$ cat config.mk
export PLATFORM = sky130hd
export DESIGN_NAME = spi_bus_arbiter
export DESIGN_NICKNAME = d
export VERILOG_FILES = /design/src/rtl/spi_arb_pkg.sv /design/src/rtl/rr_picker4.sv /design/src/rtl/spi_bus_arbiter.sv
export SDC_FILE = /design/constraint.sdc
export NUM_CORES = 1
export LEC_CHECK = 0
export ABC_AREA = 1
export BUFFER_PORTS_ARGS = -buffer_cell sky130_fd_sc_hd__buf_2
export CORE_MARGIN = 4
export CORE_UTILIZATION = 48
export DETAILED_ROUTE_END_ITERATION = 10
export PLACE_DENSITY_LB_ADDON = 0.25
export SYNTH_ARGS = -nofsm -noshare
export SYNTH_HDL_FRONTEND = slang
export SYNTH_SLANG_ARGS = --single-unit
$ cat constraint.sdc
create_clock -name clk -period 2.19 [get_ports clk]
set_clock_uncertainty 0.2 [all_clocks]
set_input_delay 0.1095 -clock clk [delete_from_list [all_inputs] [get_ports clk]]
set_output_delay 0.1095 -clock clk [all_outputs]
set_load 0.02 [all_outputs]
$ cat src/rtl/spi_arb_pkg.sv
// Shared state encoding, default sizing and small helpers for the SPI bus arbiter.
// Pure declarations: no latency and no flow-control behaviour of its own.
package spi_arb_pkg;

    typedef enum logic [1:0] {
        IDLE  = 2'd0,
        START = 2'd1,
        WAIT  = 2'd2,
        RESP  = 2'd3
    } arb_state_e;

    localparam int DEF_DATA_W  = 8;
    localparam int DEF_TIMEOUT = 64;
    localparam int CNT_W       = 8;

    function automatic logic [3:0] id_to_onehot(input logic [1:0] id);
        return 4'b0001 << id;
    endfunction

endpackage

$ cat src/rtl/rr_picker4.sv
// Combinational 4-way round-robin pick: search starts at last_id+1 and wraps.
// Zero latency; no flow control, valid is low when no request is pending.
module rr_picker4 (
    input  logic [3:0] req,
    input  logic [1:0] last_id,
    output logic       valid,
    output logic [1:0] id
);

    // Walk offsets from farthest to nearest so the nearest set bit wins.
    always_comb begin
        valid = 1'b0;
        id    = 2'd0;
        for (int k = 4; k >= 1; k--) begin
            if (req[last_id + 2'(k)]) begin
                valid = 1'b1;
                id    = last_id + 2'(k);
            end
        end
    end

endmodule

$ cat src/rtl/spi_bus_arbiter.sv
// Shares one SPI master between 4 requesters: grant -> start +1 cycle, done -> response +1 cycle.
// Requests wait (level-held) until granted; master stall beyond TIMEOUT cycles returns an error response.
module spi_bus_arbiter
    import spi_arb_pkg::*;
#(
    parameter int NREQ    = 4,
    parameter int DATA_W  = DEF_DATA_W,
    parameter int TIMEOUT = DEF_TIMEOUT
) (
    input  logic                   clk,
    input  logic                   reset,
    input  logic [NREQ-1:0]        req,
    input  logic [NREQ*DATA_W-1:0] req_data,
    output logic [NREQ-1:0]        gnt,
    output logic                   m_start,
    output logic [DATA_W-1:0]      m_tx_data,
    output logic [NREQ-1:0]        m_cs_sel,
    input  logic                   m_done,
    input  logic [DATA_W-1:0]      m_rx_data,
    output logic                   rsp_valid,
    output logic [1:0]             rsp_id,
    output logic [DATA_W-1:0]      rsp_data,
    output logic                   rsp_err,
    output logic                   busy
);

    localparam logic [CNT_W-1:0] CNT_LAST = CNT_W'(TIMEOUT - 1);

    arb_state_e        state_q, state_d;
    logic [1:0]        owner_q, owner_d;
    logic [1:0]        last_id_q, last_id_d;
    logic [CNT_W-1:0]  cnt_q, cnt_d;
    logic [DATA_W-1:0] tx_q, tx_d;
    logic [1:0]        rsp_id_q, rsp_id_d;
    logic [DATA_W-1:0] rsp_data_q, rsp_data_d;
    logic              rsp_err_q, rsp_err_d;

    logic              pick_vld;
    logic [1:0]        pick_id;
    logic              timeout_hit;

    rr_picker4 u_picker (
        .req     (req),
        .last_id (last_id_q),
        .valid   (pick_vld),
        .id      (pick_id)
    );

    assign timeout_hit = (cnt_q == CNT_LAST);

    always_ff @(posedge clk) begin
        if (reset) begin
            state_q <= IDLE;
        end else begin
            state_q <= state_d;
        end
    end

    always_comb begin
        state_d = state_q;
        case (state_q)
            IDLE:    if (pick_vld) state_d = START;
            START:   state_d = WAIT;
            WAIT:    if (m_done || timeout_hit) state_d = RESP;
            RESP:    state_d = IDLE;
            default: state_d = IDLE;
        endcase
    end

    always_ff @(posedge clk) begin
        if (reset) begin
            owner_q    <= 2'd0;
            last_id_q  <= 2'd3;
            cnt_q      <= '0;
            tx_q       <= '0;
            rsp_id_q   <= 2'd0;
            rsp_data_q <= '0;
            rsp_err_q  <= 1'b0;
        end else begin
            owner_q    <= owner_d;
            last_id_q  <= last_id_d;
            cnt_q      <= cnt_d;
            tx_q       <= tx_d;
            rsp_id_q   <= rsp_id_d;
            rsp_data_q <= rsp_data_d;
            rsp_err_q  <= rsp_err_d;
        end
    end

    always_comb begin
        owner_d    = owner_q;
        last_id_d  = last_id_q;
        cnt_d      = cnt_q;
        tx_d       = tx_q;
        rsp_id_d   = rsp_id_q;
        rsp_data_d = rsp_data_q;
        rsp_err_d  = rsp_err_q;
        case (state_q)
            IDLE: begin
                if (pick_vld) begin
                    owner_d = pick_id;
                    tx_d    = req_data[pick_id*DATA_W +: DATA_W];
                end
            end
            START: cnt_d = '0;
            WAIT: begin
                cnt_d = cnt_q + 1'b1;
                // A done arriving on the final count still counts as success.
                if (m_done) begin
                    rsp_id_d   = owner_q;
                    rsp_data_d = m_rx_data;
                    rsp_err_d  = 1'b0;
                end else if (timeout_hit) begin
                    rsp_id_d   = owner_q;
                    rsp_data_d = '0;
                    rsp_err_d  = 1'b1;
                end
            end
            RESP:    last_id_d = owner_q;
            default: ;
        endcase
    end

    // Grant is suppressed during reset so no requester sees a phantom accept.
    always_comb begin
        gnt       = (state_q == IDLE && pick_vld && !reset) ? id_to_onehot(pick_id) : '0;
        m_start   = (state_q == START);
        busy      = (state_q != IDLE);
        m_cs_sel  = busy ? id_to_onehot(owner_q) : '0;
        m_tx_data = tx_q;
        rsp_valid = (state_q == RESP);
        rsp_id    = rsp_id_q;
        rsp_data  = rsp_data_q;
        rsp_err   = rsp_err_q;
    end

endmodule
==> reports/qor.csv <==
stage,metric,value,unit
status,outcome,completed,
clock_network,clk_pin_slew,0.07,ns
pwr,clockPowerShare,14.6,%
global_routing,grt_pass1_wl,9000,µm
logic_synthesis,syn-num-nets,354,
global_routing,grt-ovfl-total,0,
floorplan,rows,22,
logic_synthesis,syn-instance-count,301,
floorplan,fp.dieH,71.4,µm
clock_network,cts_root_buffer,clkbuf_8,
critical_path,cp_slowest_cell,dfxtp_4,
sta,period_needed,2.12,ns
sta,fin_setup_tns,0,ns
critical_path,arrival,1.81,ns
sta,setup_viol,0,
sta,clock.fmax,472,MHz
sta,hold_viol_final,0,
clock_network,cts.sinks,33,
pwr,power_density,1130,nW/µm²
floorplan,core-area,3770,µm²
final_layout,fill_cells,313,
sta,min_period_over_period,96.7,%
logic_synthesis,synth-seq-cells,33,
drt,ant_nets,0,
placed_design,place_ws,0.155,ns
final_layout,regArea,664,µm²
pwr,p_comb_share,58.6,%
final_layout,area_growth,40.0,%
drt,highest_layer,met4,
critical_path,end_kind,primary output,
pwr,worst_ir_drop_vdd,0.772,mV
min_path,hold_path.class,in -> reg,
clock_network,clock_path_buffers,2,
sta,worst_pin_slew,0.307,ns
final_layout,fin_nets,455,
drt,dr_total_vias,2346,
clock_network,numCtsBuffers,5,
drt,wl_per_cell,12.7,µm
final_layout,antenna_cells,0,
drt,dr.pass1.iters,5,
pwr,p_int,1.60,mW
final_layout,final_core_util,71.6,%
global_routing,antenna_found_initial,0,
critical_path,path_class,reg -> out,
sta,drv_slew,0,
logic_synthesis,syn-cell-area,1930,µm²
logic_synthesis,yosys_warnings,0,
critical_path,crit_chain,inv_8 > nand2_1 > nand2_1 > nand2_1 > nand2_1 > nand2_2 > nand2_2 > nand2_4 > nand2_8 > nand2_1 > nor2_1 > buf_4,
logic_synthesis,synth.avg_cell_area,6.41,µm²
global_routing,grt_max_degree,25,
drt,wl_met1,2420,µm
placed_design,place_congestion,0.846,
pwr,seqPwrFrac,26.8,%
drt,drc_errors,0,
pwr,p_sw,1.45,mW
floorplan,initial_utilization,51.1,%
critical_path,startpoint_type,flip-flop,
drt,wl,5710,µm
critical_path,path_delay_family,simple AND/OR/NAND/NOR gates,
final_layout,drive_gt1_share,29.8,%
global_routing,grt_pass1_vias,2141,
drt,vias_per_cell,5.20,
logic_synthesis,yosysSeqAreaShare,34.3,%
final_layout,multi_input_comb_area,1110,µm²
critical_path,crit_path_frequent_cell,nand2_1,
sta,final.setup.worst_slack,0.0727,ns
drt,drtIter0Drc,171,
sta,slew_headroom,79.5,%
critical_path,cp_max_fo,12,
logic_synthesis,synthDistinctLibCells,31,
clock_network,htree_levels,2,
floorplan,die_x,71.4,µm
drt,wl_met2,2820,µm
critical_path,path_buf_inv,2,
clock_network,clk_latency,0.28,ns
pwr,switching_share,47.5,%
run,cap_violations,0,
sta,rsz0062_at_grt,true,
drt,wl_met3,338,µm
placed_design,hpwl,3890,µm
sta,hold_ws,0.00152,ns
clock_network,cts_tree,done,
placed_design,io_buffers,76,
global_routing,grt_usage,21.4,%
critical_path,critPathRequiredTime,1.88,ns
critical_path,slowest_delay,0.39,ns
floorplan,dieArea,5100,µm²
pwr,p_leak,1.41,nW
floorplan,pin_count,77,
==> final timing paths <==
kind                  endpoint  cells past startpoint  slack [ns]          from
setup / recovery        gnt[1]                     12        0.07  last_id_q[0]
setup reg to reg  m_tx_data[5]                     13        0.27  last_id_q[0]
hold reg to reg   m_tx_data[0]                      2        0.25  m_tx_data[0]
hold / removal    m_tx_data[4]                      7       0.002  req_data[28]
==> per-stage QoR <==
step	instances	power [mW]	instance area, µm²
6_report	451	3.04	2700
5_1_grt	451	3.29	2700
4_1_cts	447	2.89	2610
3_5_place_dp	424	2.40	2360
3_3_place_gp	424	2.37	2360
2_1_floorplan	301	2.02	1930
==> cell families (layout without fill, tap and decap cells) <==
kind of cell / Yosys count / count (layout) / synth area share, %
buffers and inverters: 48 / 149 / 11.2
AOI/OAI and AO/OA: 37 / 37 / 10.6
DFF: 33 / 33 / 34.3
adders and majority gates: 6 / 6 / 3.89
and+or+nand+nor: 177 / 178 / 40.0
==> routing by layer <==
layer  GRT usage [%]  vias to the layer above
li1                -                     1158
met1            25.8                     1084
met2            37.8                       86
met3            4.63                       18
met4            6.47                        0
met5               0                        -
==> area by class of cell <==
| class | instances | area share, % |
|---|---|---|
| clock buffers | 5 | 2.55 |
| flip-flops and latches | 33 | 24.6 |
| multi-input cells | 221 | 41.1 |
| well taps | 48 | 2.23 |
| inverters | 39 | 5.84 |
| repair buffers | 102 | 23.0 |
| clock inverters | 3 | 0.649 |
==> synth_stat cells, drive strengths merged <==
cell	n	area (µm²)
a21oi	20	111
o22ai	1	6.26
nand2	96	380
a31oi	1	6.26
clkinv	1	3.75
ha	6	75.1
nand3	22	115
o21ai	14	73.8
and3	1	6.26
inv	38	145
and2	1	8.76
nor3b	1	7.51
dfxtp	33	661
buf	7	58.8
nor3	14	70.1
nand3b	3	22.5
clkbuf	2	7.51
nand4	5	31.3
o21bai	1	7.51
nor2	34	130
==> registers in the layout, summed over array words and instances (netlist names) <==
name / count
cnt_q: 8
m_tx_data: 8
rsp_data: 8
last_id_q: 2
owner_q: 2
rsp_id: 2
state_q: 2
rsp_err: 1
==> tightest hold or removal path: stages <==
cell and delay (ns):
buf_2 0.07, nand2_1 0.05, nand2_1 0.05, nand2_1 0.04
nand2_1 0.05, nand2_1 0.04, nand2_1 0.04
==> power by group through the flow <==
| stage | clock network, mW | registers [mW] | logic [mW] |
|---|---|---|---|
| 2_1_floorplan | 0 | 0.902 | 1.12 |
| 3_3_place_gp | 0 | 0.819 | 1.56 |
| 3_5_place_dp | 0 | 0.822 | 1.58 |
| 4_1_cts | 0.455 | 0.813 | 1.63 |
| 5_1_grt | 0.481 | 0.834 | 1.97 |
| 6_report | 0.444 | 0.816 | 1.78 |
==> placed cells by master, fill, tap and decap left out, types with 2 or more instances in the layout <==
| cell type | count |
|---|---|
| nand2_1 | 88 |
| o21ai_0 | 12 |
| dlygate4sd3_1 | 15 |
| ha_1 | 5 |
| nor2_1 | 32 |
| nand3b_1 | 3 |
| nor3_1 | 12 |
| nand3_1 | 21 |
| clkinv_2 | 2 |
| clkbuf_8 | 5 |
| a21oi_1 | 19 |
| buf_4 | 14 |
| nand2_4 | 2 |
| clkinvlp_4 | 2 |
| dfxtp_1 | 32 |
| inv_2 | 4 |
| inv_1 | 32 |
| buf_2 | 73 |
| nand4_1 | 5 |
| nor3_2 | 2 |
| nand2_2 | 6 |
==> timing repair <==
| action | in CTS | in global routing |
|---|---|---|
| pin swaps | 0 | 2 |
| endpoints found under the setup margin | 4 | 4 |
| buffers inserted | 0 | 3 |
| hold buffers | 15 | 0 |
| gates resized for setup | 3 | 17 |
| endpoints found under the hold margin | 13 | 0 |
| gates cloned | 0 | 1 |
No activity file was read; power rests on OpenSTA's default activity.
